## src/rtl/enc_pkg.sv

```systemverilog
// Shared widths, FSM state encoding and a population-count helper for the
// sequential 16-to-4 priority encoder.
package enc_pkg;

    localparam int unsigned IN_W  = 16;
    localparam int unsigned IDX_W = 4;
    localparam int unsigned CNT_W = 5;

    typedef enum logic [0:0] {
        StIdle  = 1'b0,
        StDrain = 1'b1
    } state_e;

    // Number of set bits in a request vector (0..16).
    function automatic logic [CNT_W-1:0] popcount16(input logic [IN_W-1:0] v);
        logic [CNT_W-1:0] c;
        c = '0;
        for (int i = 0; i < int'(IN_W); i++) begin
            c = c + CNT_W'(v[i]);
        end
        return c;
    endfunction

endpackage

```

## src/rtl/pri_enc16.sv

```systemverilog
// Combinational 16-bit priority encoder: selected index, all-zero flag and
// "at most one bit set" flag. LSB_FIRST picks which end wins.
module pri_enc16
    import enc_pkg::*;
#(
    parameter bit LSB_FIRST = 1'b1
) (
    input  logic [IN_W-1:0]  vec,
    output logic [IDX_W-1:0] idx,
    output logic             zero,
    output logic             single
);

    logic found;

    // Scan in priority order; the first set bit found wins.
    always_comb begin
        idx   = '0;
        found = 1'b0;
        for (int i = 0; i < int'(IN_W); i++) begin
            int pos;
            pos = LSB_FIRST ? i : (int'(IN_W) - 1 - i);
            if (!found && vec[pos]) begin
                idx   = IDX_W'(pos);
                found = 1'b1;
            end
        end
    end

    // Clearing the lowest set bit leaves zero iff at most one bit was set.
    always_comb begin
        zero   = (vec == '0);
        single = ((vec & (vec - IN_W'(1))) == '0);
    end

endmodule

```

## src/rtl/enc16to4_seq.sv

```systemverilog
// Sequential priority encoder: captures a 16-bit request vector and emits one
// beat per set bit (one beat for an all-zero vector) in priority order over a
// valid/ready handshake.
// Optional feature: define ENC16_POPCNT_EN to add out_cnt (beats remaining,
// including the current one).
module enc16to4_seq
    import enc_pkg::*;
#(
    parameter bit LSB_FIRST = 1'b1
) (
    input  logic             clk,
    input  logic             rst_n,
    input  logic             en,
    input  logic             in_valid,
    output logic             in_ready,
    input  logic [IN_W-1:0]  in,
    output logic             out_valid,
    input  logic             out_ready,
    output logic [IDX_W-1:0] out_idx,
    output logic             out_zero,
    output logic             out_last
`ifdef ENC16_POPCNT_EN
    ,
    output logic [CNT_W-1:0] out_cnt
`endif
);

    state_e           state_q, state_d;
    logic [IN_W-1:0]  pend_q, pend_d;
    logic [IDX_W-1:0] enc_idx;
    logic             enc_zero;
    logic             enc_single;

    pri_enc16 #(
        .LSB_FIRST (LSB_FIRST)
    ) u_pri_enc16 (
        .vec    (pend_q),
        .idx    (enc_idx),
        .zero   (enc_zero),
        .single (enc_single)
    );

    // State and pending-vector registers; reset discards any drain in progress.
    always_ff @(posedge clk or negedge rst_n) begin
        if (!rst_n) begin
            state_q <= StIdle;
            pend_q  <= '0;
        end else begin
            state_q <= state_d;
            pend_q  <= pend_d;
        end
    end

    // Next state: capture in IDLE, retire one bit per accepted beat in DRAIN.
    always_comb begin
        state_d = state_q;
        pend_d  = pend_q;
        unique case (state_q)
            StIdle: begin
                if (in_valid && en) begin
                    pend_d  = in;
                    state_d = StDrain;
                end
            end
            StDrain: begin
                // in/in_valid/en are deliberately ignored here.
                if (out_ready) begin
                    pend_d[enc_idx] = 1'b0;
                    if (enc_single) begin
                        state_d = StIdle;
                    end
                end
            end
            default: begin
                state_d = StIdle;
            end
        endcase
    end

    // Outputs depend only on state, so they stay stable while stalled.
    always_comb begin
        in_ready  = en && (state_q == StIdle);
        out_valid = (state_q == StDrain);
        out_idx   = out_valid ? enc_idx : '0;
        out_zero  = out_valid && enc_zero;
        out_last  = out_valid && enc_single;
    end

`ifdef ENC16_POPCNT_EN
    // A zero vector still produces one beat, so it counts as 1.
    always_comb begin
        out_cnt = '0;
        if (out_valid) begin
            out_cnt = enc_zero ? CNT_W'(1) : popcount16(pend_q);
        end
    end
`endif

endmodule

```

## config.mk

```make
export PLATFORM = sky130hd
export DESIGN_NAME = enc16to4_seq
export DESIGN_NICKNAME = d
export VERILOG_FILES = /design/src/rtl/enc_pkg.sv /design/src/rtl/pri_enc16.sv /design/src/rtl/enc16to4_seq.sv
export SDC_FILE = /design/constraint.sdc
export NUM_CORES = 1
export LEC_CHECK = 0
export ABC_AREA = 1
export BUFFER_PORTS_ARGS = -buffer_cell sky130_fd_sc_hd__buf_4
export CAP_MARGIN = 20
export CORE_MARGIN = 1.5
export CORE_UTILIZATION = 25
export CTS_BUF_LIST = sky130_fd_sc_hd__clkbuf_4
export CTS_CLUSTER_DIAMETER = 30
export DETAILED_ROUTE_END_ITERATION = 10
export SYNTH_ARGS = -nofsm -noshare
export SYNTH_HDL_FRONTEND = slang
export SYNTH_SLANG_ARGS = --single-unit
```

## constraint.sdc

```tcl
create_clock -name clk -period 2.75 [get_ports clk]
set_input_delay 0.275 -clock clk [delete_from_list [all_inputs] [get_ports clk]]
set_output_delay 0.275 -clock clk [all_outputs]
set_load 0.01 [all_outputs]
```

* Word level (Yosys, flattened, before mapping)
Cells that the tools add are included.
Storage, ports and cells: output and inout port bits 8, register bits 17, word-level logic and storage cells 89, input bits 21
Cells by class: add/subtract/negate cells 1, reductions and logical operators 38, $lt $le $gt $ge 2, eq/ne operators 2, multiplexer cells 40, bitwise logic cells 4
Operators by type and width (count):
- $mux 4 | 9
- $and 16x16->16 | 2
- $logic_not 16->1 | 2
- $mux 16 | 2
- $pmux 16 s2 | 1
- $logic_and 1x1->1 | 20
- $mux 1 | 20
- $not 16->16 | 1
- $sub 16x1->16 const B | 1
- $logic_not 1->1 | 15
- $mux 3 | 4
- $lt 4x5->1 const B | 1
- $demux 1 s4 | 1
- $ge 4x1->1 const B | 1
- $mux 2 | 2
- $ne 2x2->1 const B | 2
- $pmux 1 s2 | 1
- $reduce_and 2->1 | 1
- $not 1->1 | 1

* Longest topological paths before layout
depth after elaboration 54, depth in mapped cells 10, mapped depth without buffers 10

* By module
From an unflattened synthesis, not the netlist that was laid out.
Unflattened totals: cells, all modules 250, area total of the unflattened synthesis 1443.9 sq um
By module, submodules not included:
- enc16to4_seq | area each 979.7 sq um, seq. area each 425.4 sq um, cells each 152, times used 1
- pri_enc16 | area each 464.2 sq um, seq. area each 0.0 sq um, cells each 98, times used 1

* Worst setup path before layout
No wires, ideal clock.
kind register to output, start point register pend_q[1], end point output out_last, required time 2.475 ns, path slack 1.137 ns, arrival 1.338 ns, stages on the path, launching flop included 10, buffers on the path 0, path through dfrtp_1 > nor2_4 > nand2_4 > nor2_4 > nand2_2 > nand2_2 > nand2_2 > nor2_2 > nand3_1 > nor2_1
On the way: word-level cells in the longest chain between the ends 4
Ends and longest elaborated chain:
- from (decl) | line enc16to4_seq.sv:29 | logic [IN_W-1:0] pend_q, pend_d;
- from (signal assigned) | line enc16to4_seq.sv:50 | pend_q <= pend_d;
- $sub 16x1->16 | line pri_enc16.sv:33 | single = ((vec & (vec - IN_W'(1))) == '0);
- $and 16x16->16 * | line pri_enc16.sv:33
- $logic_not 16->1 * | line pri_enc16.sv:33
- $logic_and 1x1->1 * | line enc16to4_seq.sv:86 | out_last = out_valid && enc_single;
- to (decl) | line enc16to4_seq.sv:21 | output logic out_last
Mark *: on every way between the ends. The rest lies on a longest branch, timed or not.

* Worst setup path after layout
Ends and elaborated chain as after synthesis.

==> results.toml <==
[worst_setup_path]
startpoint_types = "flop"
worst-path-max-fanout = 5
worstReg2RegStart = "out_valid$_DFF_PN0_"
setup.reg_to_reg.worst_slack_ps = 1110
required_ps = 2480
critical_path.most_common_cell = "sky130_fd_sc_hd__nor2_1"
crit_path_end_kind = "primary output"
worstPathCellList = "nor2_4, nand3_2, o21ai_1, nand2_1, nor2_1, nand3_1, nor2_1, buf_4"
cp.arrival_ps = 1910
crit-reg2reg-capture = "pend_q[12]$_DFFE_PN0P_"
critical_path.top_delay_family = "simple AND/OR/NAND/NOR gates"
crit_path_max_incr_delay_ps = 460
criticalPathCategory = "flop to primary output"
worst-r2r-cell-count = 7
critPathSlowestCell = "sky130_fd_sc_hd__dfrtp_1"
worst-path-buf-inv = 1

[drt]
post_drt_wl_per_cell_um = 11.80
dr.pass1.iters = 4
drc = 0
vias = 1337
post_drt_via_cell_ratio = 4.626
count_of_nets_left_with_antenna_violations_after_detail_routing = 0
routed_wirelength_um = 3409
initial_drt_markers = 67

[synth]
synth_fp_nets = 211
synthMuxAreaShare_pct = 0
yosysTopAreaCellShare_pct = 32.57
netlist-cell-type-count = 26
ys_warn_count = 0
synthMostInstantiatedCell = "sky130_fd_sc_hd__nand2_1"
synthTopCellsByArea = "sky130_fd_sc_hd__dfrtp_1, sky130_fd_sc_hd__a21oi_1, sky130_fd_sc_hd__nand2_1"
synth_xor_area_share_pct = 0
synth_top_family_by_area = "simple AND/OR/NAND/NOR gates"
ys_seq_elements = 17
ys_seq_area_share_pct = 32.57
mappedNetlistArea_um2 = 1306
synth_commonest_cells = "sky130_fd_sc_hd__nand2_1, sky130_fd_sc_hd__nor2_1, sky130_fd_sc_hd__a21oi_1"
postSynth.asyncResetShare_pct = 100.0
synthSimpleGateAreaFrac_pct = 40.61
synthesized_area_fraction_occupied_by_ao_oa_aoi_and_oai_cells_pct = 18.49
number_of_flops_mapped_to_enable_cells_by_yosys = 0
ys.flop_type = "sky130_fd_sc_hd__dfrtp_1"
post-synth-top-area-cell = "sky130_fd_sc_hd__dfrtp_1"
post_synthesis_cells = 190
synthesis.area_per_instance_um2 = 6.875
post_synth_fa_ha_maj_area_fraction_pct = 0

[run]
drv.max_cap_violation_count = 0

[cts]
clkSinkCount = 17
tritoncts_clock_tree = "built"
cts_max_level = 1
clock_path_buffers = 2
cts-buffers-inserted = 3
clock_root_cell = "sky130_fd_sc_hd__clkbuf_4"
clk_pin_slew_worst_paths_ps = 110
worstSkewPairLatency_ps = 300
postCtsSetupBuffers = 0
postCtsResizedCells = 0

[placed_design]
hpwl_um = 2596
place.port_buffers = 28
placedCellCount = 284
finalWeightedCongestion = 0.8169

[floorplan]
coreArea_um2 = 5075
number_of_top_level_pins = 29
die_h_um = 75.29
initial_core_utilization_pct = 25.74
placementRows = 26
die_x_um = 75.29
die_area_um2 = 5668

[power_and_ir_drop]
power.share.switching_pct = 48.00
seq_power_share_pct = 39.7
internal-power_mw = 0.6642
power.ir.vdd_worst_v = 0.0002113
design_power_total_mw = 1.277
p_leak_nw = 0.8113
power.share.clock_pct = 11.2
power-per-cell-area_nw_per_um2 = 787.2
combPwrFrac_pct = 49.1
total_switching_power_mw = 0.6132

[sta]
max_slew.worst_pin.slew_ps = 379.8
final_hold_viol_count = 0
finalClockSkew_ps = 5.113
layout_worst_path_cycle_share_pct = 79.48
rsz_0062_raised_after_global_routing = "false"
fmax_mhz = 457.5
slew_violations = 0
finalWorstPathRequiredPeriod_ps = 2186
max-slew-margin-rel_pct = 74.64
fin_tns_setup_ps = 0
finalSetupViolCount = 0

[final_layout]
syn2layout_area_growth_pct = 24.23
design.final.nets = 241
antenna_cells_inserted = 0
final_util_pct = 31.98
post_layout_nonfiller_instances = 289
fraction_of_final_layout_cells_sized_beyond_drive_strength_1_pct = 27.85

[status]
run_status = "finished clean"

[global_routing]
overall_overflow_remaining_after_global_route = 0
global_route_wire_length_before_repair_um = 5851
antenna_found_initial = 0
grt_pass1_vias = 1293
grt.total_usage_pct = 13.73
grt_start_max_net_pins = 24

[min_path]
worst_min_delay_path_startpoint = "in[0]"
worst_hold_check_path_type = "input port to flop"
hold_path_depth = 3
hold_path_end = "pend_q[0]$_DFFE_PN0P_"
-- worst reg2reg max path, cell delays in order, from the launching register on --
cell and delay [ps]:
sky130_fd_sc_hd__dfrtp_1 400, sky130_fd_sc_hd__buf_4 210, sky130_fd_sc_hd__nor2_1 150, sky130_fd_sc_hd__nand2_1 100, sky130_fd_sc_hd__nand2_2 190, sky130_fd_sc_hd__inv_2 210
sky130_fd_sc_hd__a21oi_1 180, sky130_fd_sc_hd__a22oi_1 80
-- per-layer routing --
layer | global-route usage (%) | routed length [µm] | up-vias
li1 | - | - | 691
met1 | 18.69 | 1661 | 609
met2 | 21.83 | 1546 | 32
met3 | 2.544 | 152 | 5
met4 | 4.762 | 48 | 0
met5 | 0 | 0 | -
-- power by group through the flow --
stage	Combinational (mW)	Clock, mW	Sequential (mW)
floorplan	0.477	0	0.479
global placement	0.630	0	0.509
detailed placement	0.628	0	0.510
CTS	0.632	0.149	0.506
global route	0.721	0.160	0.530
finish	0.627	0.143	0.507
-- logic make-up (layout without fill, tap and decap cells) --
group                  count (synthesis)  after routing
AOI/OAI and AO/OA                     42             42
and+or+nand+nor                      105            105
buffers and inverters                 26             55
DFF                                   17             17
-- through the flow --
| stage | hold WS [ps] | setup slack (ps) | cell area [µm²] |
|---|---|---|---|
| floorplan | -20.59 | 1137 | 1306 |
| global placement | 162.0 | 897.4 | 1585 |
| detailed placement | 162.7 | 906.7 | 1585 |
| CTS | 203.6 | 553.1 | 1623 |
| global route | 209.1 | 410.7 | 1623 |
| finish | 203.1 | 564.2 | 1623 |
-- state kept, by name, indices dropped and copies added, names as in the netlist --
signal	cells
out_valid	1
pend_q	16
-- how the worst max path moves through the flow --
stage                               start  cells after the start        to
floorplan           pend_q[1]$_DFFE_PN0P_                      9  out_last
global placement    pend_q[6]$_DFFE_PN0P_                     10  out_last
detailed placement  pend_q[1]$_DFFE_PN0P_                      8  out_last
CTS                 pend_q[1]$_DFFE_PN0P_                      8  out_last
global route        pend_q[1]$_DFFE_PN0P_                      8  out_last
finish              pend_q[1]$_DFFE_PN0P_                      8  out_last
-- placed cells by master, fill, tap and decap left out, drive strengths merged --
cell and instances:
a21o 1, a21oi 26, a22oi 8, buf 30, clkbuf 3, clkinv 1, dfrtp 17, dlygate4sd3 1
inv 20, nand2 41, nand3 22, nand4 2, nor2 35, nor3 2, nor4 1, o21ai 6
o311ai 1, or2 2
-- repair_timing --
action                                  4_1_cts  5_1_grt
endpoints found under the setup margin        0        0
hold buffers                                  1        0
endpoints found under the hold margin        17        0
-- area by class of cell --
cell class,count,area [µm²]
Clock inverter,1,5.005
Fill cell,590,3452
Multi-Input combinational cell,147,772.0
Timing Repair Buffer,31,235.2
Sequential cell,17,425.4
Clock buffer,3,22.52
Tap cell,70,87.58
Inverter,20,75.07
Power figures use the tool's default switching activity.
